`config.mk`:
```
export PLATFORM = sky130hd
export DESIGN_NAME = hazard_scoreboard_flat
export DESIGN_NICKNAME = d
export VERILOG_FILES = /design/src/rtl/hazard_scoreboard_if.sv /design/src/rtl/hazard_scoreboard.sv /design/src/flat_wrapper.sv
export SDC_FILE = /design/constraint.sdc
export NUM_CORES = 1
export LEC_CHECK = 0
export CAP_MARGIN = 30
export CORE_MARGIN = 3
export CORE_UTILIZATION = 45
export CTS_CLUSTER_SIZE = 16
export DETAILED_ROUTE_END_ITERATION = 6
export GPL_TIMING_DRIVEN = 1
export PLACE_DENSITY = 0.85
export SETUP_SLACK_MARGIN = 0.05
export SLEW_MARGIN = 30
export SYNTH_ARGS = -nofsm -noshare
export SYNTH_HDL_FRONTEND = slang
export SYNTH_SLANG_ARGS = --single-unit
```
`constraint.sdc`:
```
create_clock -name clk -period 9.14 [get_ports clk]
set_clock_uncertainty 0.05 [all_clocks]
set_input_delay 2.742 -clock clk [delete_from_list [all_inputs] [get_ports clk]]
set_output_delay 2.742 -clock clk [all_outputs]
set_load 0.01 [all_outputs]
```
`src/rtl/hazard_scoreboard_if.sv`:
```
// Pipeline-side bundle for the hazard unit: datapath stage controls in,
// stall/flush/forward controls and scoreboard status out.
interface hazard_scoreboard_if #(
    parameter int REG_AW = 5,
    parameter int PERF_W = 16
);
    logic [REG_AW-1:0] RsD, RtD, WriteRegD;
    logic              RegWriteD, MdD, JumpD, BranchD;
    logic [REG_AW-1:0] RsE, RtE, WriteRegE, MdDestE;
    logic              RegWriteE, MemtoRegE, MdStartE;
    logic [REG_AW-1:0] WriteRegM, WriteRegW;
    logic              RegWriteM, MemtoRegM, RegWriteW;
    logic [1:0]        ForwardAE, ForwardBE;
    logic              ForwardAD, ForwardBD;
    logic              StallF, StallD, FlushE;
    logic              MdBusy, MdWbW;
    logic [REG_AW-1:0] MdDest;
    logic [PERF_W-1:0] StallCount;

    modport master (
        output RsD, RtD, WriteRegD, RegWriteD, MdD, JumpD, BranchD,
               RsE, RtE, WriteRegE, MdDestE, RegWriteE, MemtoRegE, MdStartE,
               WriteRegM, WriteRegW, RegWriteM, MemtoRegM, RegWriteW,
        input  ForwardAE, ForwardBE, ForwardAD, ForwardBD,
               StallF, StallD, FlushE, MdBusy, MdWbW, MdDest, StallCount
    );

    modport slave (
        input  RsD, RtD, WriteRegD, RegWriteD, MdD, JumpD, BranchD,
               RsE, RtE, WriteRegE, MdDestE, RegWriteE, MemtoRegE, MdStartE,
               WriteRegM, WriteRegW, RegWriteM, MemtoRegM, RegWriteW,
        output ForwardAE, ForwardBE, ForwardAD, ForwardBD,
               StallF, StallD, FlushE, MdBusy, MdWbW, MdDest, StallCount
    );
endinterface

```
`src/rtl/hazard_scoreboard.sv`:
```
// MIPS hazard unit: M/W forwarding, load-use/branch stalls, jump flush, a
// single-entry multiply/divide scoreboard and a saturating stall counter.
module hazard_scoreboard #(
    parameter int REG_AW     = 5,
    parameter int MD_LATENCY = 4,
    parameter int CNT_W      = 4,
    parameter int PERF_W     = 16
) (
    input logic           clk,
    input logic           rst,
    hazard_scoreboard_if.slave hz
);
    localparam logic [CNT_W-1:0] MD_LAT = CNT_W'(MD_LATENCY);

    logic [CNT_W-1:0]  cnt_q, cnt_d;
    logic [REG_AW-1:0] dest_q, dest_d;
    logic [PERF_W-1:0] stall_count_q, stall_count_d;

    logic [1:0][REG_AW-1:0] src_e, src_d;
    logic [1:0][1:0]        fwd_e;
    logic [1:0]             fwd_d, raw_hit, lw_hit, br_e_hit, br_m_hit;

    logic              md_busy, md_issue, pact;
    logic [REG_AW-1:0] pend;
    logic              waw_hit, lwstall, brstall, mdstall, stall;

    assign src_e = {hz.RtE, hz.RsE};
    assign src_d = {hz.RtD, hz.RsD};

    // A pending issue in E is already visible to D, so the scoreboard
    // covers the issue cycle without waiting for the countdown to load.
    assign md_busy  = (cnt_q != '0);
    assign md_issue = hz.MdStartE && !md_busy;
    assign pact     = hz.MdStartE || md_busy;
    assign pend     = hz.MdStartE ? hz.MdDestE : dest_q;

    genvar gi;
    generate
        for (gi = 0; gi < 2; gi++) begin : g_operand
            assign fwd_e[gi] =
                ((src_e[gi] != '0) && hz.RegWriteM && (src_e[gi] == hz.WriteRegM)) ? 2'b10 :
                ((src_e[gi] != '0) && hz.RegWriteW && (src_e[gi] == hz.WriteRegW)) ? 2'b01 :
                                                                                      2'b00;
            assign fwd_d[gi]    = (src_d[gi] != '0) && hz.RegWriteM && (src_d[gi] == hz.WriteRegM);
            assign raw_hit[gi]  = (pend != '0) && (src_d[gi] == pend);
            assign lw_hit[gi]   = (src_d[gi] == hz.WriteRegE);
            assign br_e_hit[gi] = (src_d[gi] == hz.WriteRegE);
            assign br_m_hit[gi] = (src_d[gi] == hz.WriteRegM);
        end
    endgenerate

    assign waw_hit = hz.RegWriteD && (pend != '0) && (hz.WriteRegD == pend);
    assign lwstall = hz.MemtoRegE && (|lw_hit);
    assign brstall = hz.BranchD && ((hz.RegWriteE && (|br_e_hit)) ||
                                    (hz.MemtoRegM && (|br_m_hit)));
    assign mdstall = pact && ((|raw_hit) || waw_hit || hz.MdD);
    assign stall   = lwstall || brstall || mdstall;

    always_comb begin
        cnt_d         = cnt_q;
        dest_d        = dest_q;
        stall_count_d = stall_count_q;
        // An issue while busy is a protocol violation and leaves state alone.
        if (md_issue) begin
            cnt_d  = MD_LAT;
            dest_d = hz.MdDestE;
        end else if (md_busy) begin
            cnt_d = cnt_q - CNT_W'(1);
        end
        if (stall && (stall_count_q != '1)) begin
            stall_count_d = stall_count_q + PERF_W'(1);
        end
    end

    always_ff @(posedge clk) begin
        if (rst) begin
            cnt_q         <= '0;
            dest_q        <= '0;
            stall_count_q <= '0;
        end else begin
            cnt_q         <= cnt_d;
            dest_q        <= dest_d;
            stall_count_q <= stall_count_d;
        end
    end

    assign hz.ForwardAE  = fwd_e[0];
    assign hz.ForwardBE  = fwd_e[1];
    assign hz.ForwardAD  = fwd_d[0];
    assign hz.ForwardBD  = fwd_d[1];
    assign hz.StallF     = stall;
    assign hz.StallD     = stall;
    assign hz.FlushE     = stall || hz.JumpD;
    assign hz.MdBusy     = md_busy;
    assign hz.MdWbW      = (cnt_q == CNT_W'(1));
    assign hz.MdDest     = dest_q;
    assign hz.StallCount = stall_count_q;
endmodule

```
`src/flat_wrapper.sv`:
```
// flat-port wrapper written by rule: the top's interface ports become plain ports
module hazard_scoreboard_flat 
#(
    parameter int REG_AW     = 5,
    parameter int MD_LATENCY = 4,
    parameter int CNT_W      = 4,
    parameter int PERF_W     = 16
)
  (clk, rst, hz_RsD, hz_RtD, hz_WriteRegD, hz_RegWriteD, hz_MdD, hz_JumpD, hz_BranchD, hz_RsE, hz_RtE, hz_WriteRegE, hz_MdDestE, hz_RegWriteE, hz_MemtoRegE, hz_MdStartE, hz_WriteRegM, hz_WriteRegW, hz_RegWriteM, hz_MemtoRegM, hz_RegWriteW, hz_ForwardAE, hz_ForwardBE, hz_ForwardAD, hz_ForwardBD, hz_StallF, hz_StallD, hz_FlushE, hz_MdBusy, hz_MdWbW, hz_MdDest, hz_StallCount);
  hazard_scoreboard_if #(.REG_AW(REG_AW), .PERF_W(PERF_W)) hz_i ();
  input logic clk;
  input logic rst;
  input wire logic [$bits(hz_i.RsD)-1:0] hz_RsD;
  input wire logic [$bits(hz_i.RtD)-1:0] hz_RtD;
  input wire logic [$bits(hz_i.WriteRegD)-1:0] hz_WriteRegD;
  input wire logic [$bits(hz_i.RegWriteD)-1:0] hz_RegWriteD;
  input wire logic [$bits(hz_i.MdD)-1:0] hz_MdD;
  input wire logic [$bits(hz_i.JumpD)-1:0] hz_JumpD;
  input wire logic [$bits(hz_i.BranchD)-1:0] hz_BranchD;
  input wire logic [$bits(hz_i.RsE)-1:0] hz_RsE;
  input wire logic [$bits(hz_i.RtE)-1:0] hz_RtE;
  input wire logic [$bits(hz_i.WriteRegE)-1:0] hz_WriteRegE;
  input wire logic [$bits(hz_i.MdDestE)-1:0] hz_MdDestE;
  input wire logic [$bits(hz_i.RegWriteE)-1:0] hz_RegWriteE;
  input wire logic [$bits(hz_i.MemtoRegE)-1:0] hz_MemtoRegE;
  input wire logic [$bits(hz_i.MdStartE)-1:0] hz_MdStartE;
  input wire logic [$bits(hz_i.WriteRegM)-1:0] hz_WriteRegM;
  input wire logic [$bits(hz_i.WriteRegW)-1:0] hz_WriteRegW;
  input wire logic [$bits(hz_i.RegWriteM)-1:0] hz_RegWriteM;
  input wire logic [$bits(hz_i.MemtoRegM)-1:0] hz_MemtoRegM;
  input wire logic [$bits(hz_i.RegWriteW)-1:0] hz_RegWriteW;
  output wire logic [$bits(hz_i.ForwardAE)-1:0] hz_ForwardAE;
  output wire logic [$bits(hz_i.ForwardBE)-1:0] hz_ForwardBE;
  output wire logic [$bits(hz_i.ForwardAD)-1:0] hz_ForwardAD;
  output wire logic [$bits(hz_i.ForwardBD)-1:0] hz_ForwardBD;
  output wire logic [$bits(hz_i.StallF)-1:0] hz_StallF;
  output wire logic [$bits(hz_i.StallD)-1:0] hz_StallD;
  output wire logic [$bits(hz_i.FlushE)-1:0] hz_FlushE;
  output wire logic [$bits(hz_i.MdBusy)-1:0] hz_MdBusy;
  output wire logic [$bits(hz_i.MdWbW)-1:0] hz_MdWbW;
  output wire logic [$bits(hz_i.MdDest)-1:0] hz_MdDest;
  output wire logic [$bits(hz_i.StallCount)-1:0] hz_StallCount;
  assign hz_i.RsD = hz_RsD;
  assign hz_i.RtD = hz_RtD;
  assign hz_i.WriteRegD = hz_WriteRegD;
  assign hz_i.RegWriteD = hz_RegWriteD;
  assign hz_i.MdD = hz_MdD;
  assign hz_i.JumpD = hz_JumpD;
  assign hz_i.BranchD = hz_BranchD;
  assign hz_i.RsE = hz_RsE;
  assign hz_i.RtE = hz_RtE;
  assign hz_i.WriteRegE = hz_WriteRegE;
  assign hz_i.MdDestE = hz_MdDestE;
  assign hz_i.RegWriteE = hz_RegWriteE;
  assign hz_i.MemtoRegE = hz_MemtoRegE;
  assign hz_i.MdStartE = hz_MdStartE;
  assign hz_i.WriteRegM = hz_WriteRegM;
  assign hz_i.WriteRegW = hz_WriteRegW;
  assign hz_i.RegWriteM = hz_RegWriteM;
  assign hz_i.MemtoRegM = hz_MemtoRegM;
  assign hz_i.RegWriteW = hz_RegWriteW;
  assign hz_ForwardAE = hz_i.ForwardAE;
  assign hz_ForwardBE = hz_i.ForwardBE;
  assign hz_ForwardAD = hz_i.ForwardAD;
  assign hz_ForwardBD = hz_i.ForwardBD;
  assign hz_StallF = hz_i.StallF;
  assign hz_StallD = hz_i.StallD;
  assign hz_FlushE = hz_i.FlushE;
  assign hz_MdBusy = hz_i.MdBusy;
  assign hz_MdWbW = hz_i.MdWbW;
  assign hz_MdDest = hz_i.MdDest;
  assign hz_StallCount = hz_i.StallCount;
  hazard_scoreboard #(.REG_AW(REG_AW), .MD_LATENCY(MD_LATENCY), .CNT_W(CNT_W), .PERF_W(PERF_W)) u_core (.clk(clk), .rst(rst), .hz(hz_i));
endmodule
```
Yosys cells after proc, flatten, opt, wreduce, memory -nomap -nowiden --
Index checks and enable logic that the tools add are counted.
Cells by class: add/sub/neg operators 2, equality and inequality tests 13, mux-type cells 7, reductions and logical operators 42
Operator list (number):
- 5-bit equality test | 11
- 5-bit nonzero test | 5
- 1-bit logical AND | 23
- 16-bit by 1-bit adder with 16-bit output, second input constant | 1
- 16-bit != test, second input constant | 1
- 2-bit OR reduction | 4
- 1-bit logical OR | 7
- 3-bit two-way mux | 2
- 5-bit two-way mux | 1
- 4-bit by 1-bit equality test with 1-bit output, second input constant | 1
- 2-bit two-way mux | 2
- 4-bit nonzero test | 1
- 4-bit by 1-bit subtractor with 4-bit output, second input constant | 1
- 1-bit two-way mux | 2
- 2-bit nonzero test | 1
- 1-bit zero test | 1
Word-level totals: register bits after elaboration 25, bits of input ports 57, output and inout port bits 32, word-level logic and storage cells 68

Longest topological paths before layout --
Gate-level depths: netlist (run 1).
word-level depth 9, mapped depth 12, gate-level depth less buffers 10

Worst setup path after synthesis (run 1) --
No wires, ideal clock.
path kind input port to output port, from in hz_MdStartE, to out hz_FlushE, arrival time 4.483 ns, required time 6.348 ns, path slack 1.865 ns, stages on the path 8, path buffers 1, path through buf_6 mux2i_1 xnor2_1 nor4_1 and3_1 o41ai_1 nand2_1 or2_2
Between the ends: cells in the longest elaborated chain, start to end 9, elaborated cells between the ends (all ways) 16, classes of those cells 3 x eq/ne; 1 x mux; 12 x reduce/logical
Ends and longest elaborated chain:
- start: declaration | line flat_wrapper.sv:26 | input wire logic [$bits(hz_i.MdStartE)-1:0] hz_MdStartE;
- 5-bit two-way mux | line hazard_scoreboard.sv:35 | assign pend = hz.MdStartE ? hz.MdDestE : dest_q;
- 5-bit equality test or 5-bit nonzero test (tied branches) | line hazard_scoreboard.sv:45, hazard_scoreboard.sv:52
- 1-bit logical AND, on equally long branches | line hazard_scoreboard.sv:45, hazard_scoreboard.sv:52
- 2-bit OR reduction or 1-bit logical AND (tied branches) | line hazard_scoreboard.sv:56, hazard_scoreboard.sv:52
- 1-bit logical OR (2 in a row) | line hazard_scoreboard.sv:56 | assign mdstall = pact && ((|raw_hit) || waw_hit || hz.MdD);
- 1-bit logical AND (*) | line hazard_scoreboard.sv:56
- 1-bit logical OR (*) | line hazard_scoreboard.sv:57 | assign stall = lwstall || brstall || mdstall;
- net hz_StallD | line flat_wrapper.sv:37 | output wire logic [$bits(hz_i.StallD)-1:0] hz_StallD;
- 1-bit logical OR (*) | line hazard_scoreboard.sv:93 | assign hz.FlushE = stall || hz.JumpD;
- end: declaration | line flat_wrapper.sv:38 | output wire logic [$bits(hz_i.FlushE)-1:0] hz_FlushE;
The timed path passes the listed nets; every way through them passes the cells marked *.

Worst setup path in the final report (run 1) --
from in hz_MdStartE, to out hz_FlushE
Between the ends: cells in the longest elaborated chain, start to end 9, elaborated cells between the ends (all ways) 16, classes of those cells 3 x eq/ne; 1 x mux; 12 x reduce/logical
Ends and longest elaborated chain (line):
- 5-bit two-way mux | hazard_scoreboard.sv:35
- 5-bit equality test or 5-bit nonzero test (tied branches) | hazard_scoreboard.sv:45, hazard_scoreboard.sv:52
- 1-bit logical AND, on equally long branches | hazard_scoreboard.sv:45, hazard_scoreboard.sv:52
- 2-bit OR reduction or 1-bit logical AND (tied branches) | hazard_scoreboard.sv:56, hazard_scoreboard.sv:52
- 1-bit logical OR (2 in a row) | hazard_scoreboard.sv:56
- 1-bit logical AND (*) | hazard_scoreboard.sv:56
- 1-bit logical OR (*) | hazard_scoreboard.sv:57
- 1-bit logical OR (*) | hazard_scoreboard.sv:93
Every way passes the cells marked *; elsewhere a longest branch is shown, timed or not.

==> results.txt, run 1 <==
* Result of the run: finished clean
- The floorplan step defined a die boundary enclosing 0.00523 mm2.
* Worst reg-to-reg path cell count: 10
- At the pin with the least slew margin, the transition time is 0.634 ns.
- In the global route stage, met3 resource usage came out at 2.91%.
* Capture point of the worst reg-to-reg path: u_core.hz.StallCount[15]
- Number of nets produced by synthesis: 307
* Seq cells post-synth: 25
* Worst vdd ir: 0.197 mV
* Net switching component of the power: 0.156 mW
- After detailed routing, the average wire length per cell comes to 15.5 um.
* GRT Max-Usage Layer: met2
- The congestion estimate from routability-driven global placement came to 0.847.
* Syn-to-layout area delta: 47.5%
* Via count of the first global-routing pass: 1997
* Count of final setup violators: 0
- Dividing the final minimum period by the clock period gives 95.0%.
- Total count of hold-check failures in the final report: 0
- Overall routed net length: 5920 um
* Number of max-cap violations: 0
- DIE HEIGHT: 72.3 um
- In this run the worst path has a maximum fanout of 10.
- Post-synthesis area per instance: 8.02 um2
- Global routing consumed, over all layers together, 22.4% of the routing resources.
* Horizontal extent of the die: 72.3 um
- Worst Hold Path EP: u_core.hz.StallCount[4]
- Critical Path Source Type: input pin
- The cell sitting at the root of the clock tree is a clkbuf_8.
- Measured against its own limit, the worst slew margin works out to 57.2%.
* GRT met2 Usage: 36.3%
* Total leakage power: 0.994 nW
* Path type of the worst min-delay path: reg -> reg
* I/O pins: 89
- Total chip power: 0.423 mW
- Number of instances in the synthesized netlist: 247
- Summed over all failing endpoints, the final setup total negative slack is 0 ns.
- Of the total power, the clock network draws 15.9%.
* Maximum level of the CTS H-tree: 1
- Total power density per cell area: 145 mW/mm2
- The startpoint identified for the worst register-to-register timing path is u_core.cnt_q[0].
* Clock latency on the worst-skew pair: 0.28 ns
* Buffers inserted by post-CTS timing repair: 0
- Post-synth ARST share: 0%
* Via count of the routed design: 2123
- Crit Path Category: in -> out
* Area of the core region: 0.00412 mm2
- The max-slew violation count came to 0.
- Number of DRC violations after detailed-routing iteration 0: 117
* Post-route DRC: 0
- Setup repair after global routing left no endpoint under its margin.
- Hold path depth: 2
* Diodes inserted: 0
- STA puts the critical path data required time at 6.35 ns.
* EDFF count, synth: 0
* Hold_ws: 0.463 ns
- Crit. End Element: output pin
* Largest net degree at the start of global routing: 28
* Number of gates resized after CTS: 0
- The longest clock path from root to sink contains 2 buffers.
- Detailed placement HPWL: 4760 um
* Final period demand of the worst path: 8.68 ns
- Nets: 393
* Number of nets with antenna violations after routing: 0
- In the synthesized netlist the dominant register cell turns out to be dfxtp_1.
* CTS tree: done
- Power share of the sequential group: 33.8%
- Fmax achieved: 115 MHz
* Seq/Total Area, Yosys: 25.3%
- Syn. warnings: 0
- The setup check on the worst reg-to-reg path leaves a slack of 6.41 ns.
- Buffers on Ports: 88
- Total standard cell area after synthesis: 0.00198 mm2
- Row generation in the floorplan step produced 23 rows.
- Post-CTS clock slew at the launch and capture registers of the worst setup and hold paths: 0.10 ns
- Share of total power consumed by net switching: 36.8%
- Synthesis instantiated 34 different standard cells from the library.
* Total clock sinks: 25
* Routed via count divided by cell count: 5.56
- After filler insertion, the fill cell instance count of the layout stands at 353.
- Effective utilization at floorplan: 48.1%
- Grt met1 use: 31.9%
- The internal power of the cells totals 0.267 mW.
- In this run, CTS created clock tree buffers numbering 3.
- In this run the most critical hold path is launched from u_core.hz.StallCount[4].
* Wire length of the first global-routing pass: 9460 um
- For this design, the CTS-stage hold fixing added 0 buffers.
- For this run, the detailed router's first-pass iteration total came to 4.
* Number of antenna violations at the first check in global routing: 0
- Gate power share: 50.3%
- Data arrival time of the worst path: 5.89 ns
- For this run the aggregate overflow at the end of global routing stands at 0.
* Fraction of layout instances using a drive strength above 1: 3.61%
-- state kept, by name, summed over array words and instances, names as in the netlist --
register / cells
u_core.cnt_q: 4
u_core.hz.MdDest: 5
u_core.hz.StallCount: 16
-- critical path, cell delays in order --
cell             delay [ns]
clkdlybuf4s50_1        0.81
mux2i_1                0.45
xnor2_1                0.17
nor4_1                 0.06
and3_1                 0.16
o41ai_1                0.53
nand2_1                0.17
or2_2                  0.31
clkdlybuf4s50_1        0.48
-- cell families after synthesis --
family	after synthesis	synth area share, %
mux	14	8.21
flops	25	25.3
simple gates	97	25.4
xor+xnor	56	24.8
buf+inv	14	3.66
fa+ha+maj	3	1.90
compound gates	38	10.8
-- cell type report --
cell class	count	area, um2	share of cell area, %
clock buffers	3	41.3	1.41
clock inverters	1	7.51	0.257
inverters	7	26.3	0.899
multi-input cells	208	1410	48.2
flip-flops and latches	25	500	17.1
well taps	50	62.6	2.14
repair buffers	88	876	30.0
-- power groups by stage --
stage	sequential, mW	combinational (mW)	clock [mW]
floorplan	0.145	0.127	0
global placement	0.145	0.208	0
detailed placement	0.145	0.213	0
CTS	0.143	0.214	0.0678
global route	0.145	0.233	0.0732
finish	0.143	0.213	0.0672
-- through the flow --
stage          instances  setup slack (ns)  instance area [um2]  util (%)
6_report             382             0.461                 2920      71.0
3_3_place_gp         378             0.500                 2880      69.9
5_1_grt              382             0.153                 2920      71.0
2_1_floorplan        247              1.86                 1980         -
3_5_place_dp         378             0.466                 2880      69.9
4_1_cts              382             0.456                 2930      71.1
-- cell usage after synthesis, types with 5 or more instances --
cell type,number,area share (%)
xnor2_1,32,14
dfxtp_1,25,25
nor2_1,25,4.7
xor2_1,24,11
a21oi_1,18,4.5
nand3_1,16,4.0
o21ai_0,12,3.0
nand2_1,10,1.9
mux2i_1,9,4.5
or3_1,9,2.8
nor4_1,8,2.5
inv_1,7,1.3
nor3_1,7,1.8
or4_1,7,2.7
nand4_1,5,1.6
-- placed cells by master, fill, tap and decap left out, types with 8 or more instances in the layout --
master            n
nor4_1            8
or3_1             9
a21oi_1          18
xor2_1           24
dfxtp_1          25
nor2_1           25
clkdlybuf4s50_1  87
xnor2_1          32
nand3_1          16
nand2_1          10
mux2i_1           9
o21ai_0          12
-- worst max-delay path by stage --
stage | from | endpoint
after floorplan | hz_MdStartE | hz_FlushE
after global placement | hz_MdStartE | hz_FlushE
after detailed placement | hz_MdStartE | hz_FlushE
after CTS | hz_MdStartE | hz_FlushE
after global routing | hz_MdStartE | hz_FlushE
final | hz_MdStartE | hz_FlushE
-- routing by layer --
| metal | vias to the layer above | share of wire (%) |
|---|---|---|
| li1 | 1056 | - |
| met3 | 4 | 7.4 |
| met4 | 0 | 0.68 |
| met2 | 83 | 46 |
| met5 | - | 0 |
| met1 | 980 | 46 |
(Power assumes the default switching activity.)
==> run 2: changes to the inputs <==
- CAP_MARGIN: 30 -> 20
==> results of run 2 <==
No change in the layout: final DEF, timing and power equal those of run 1.
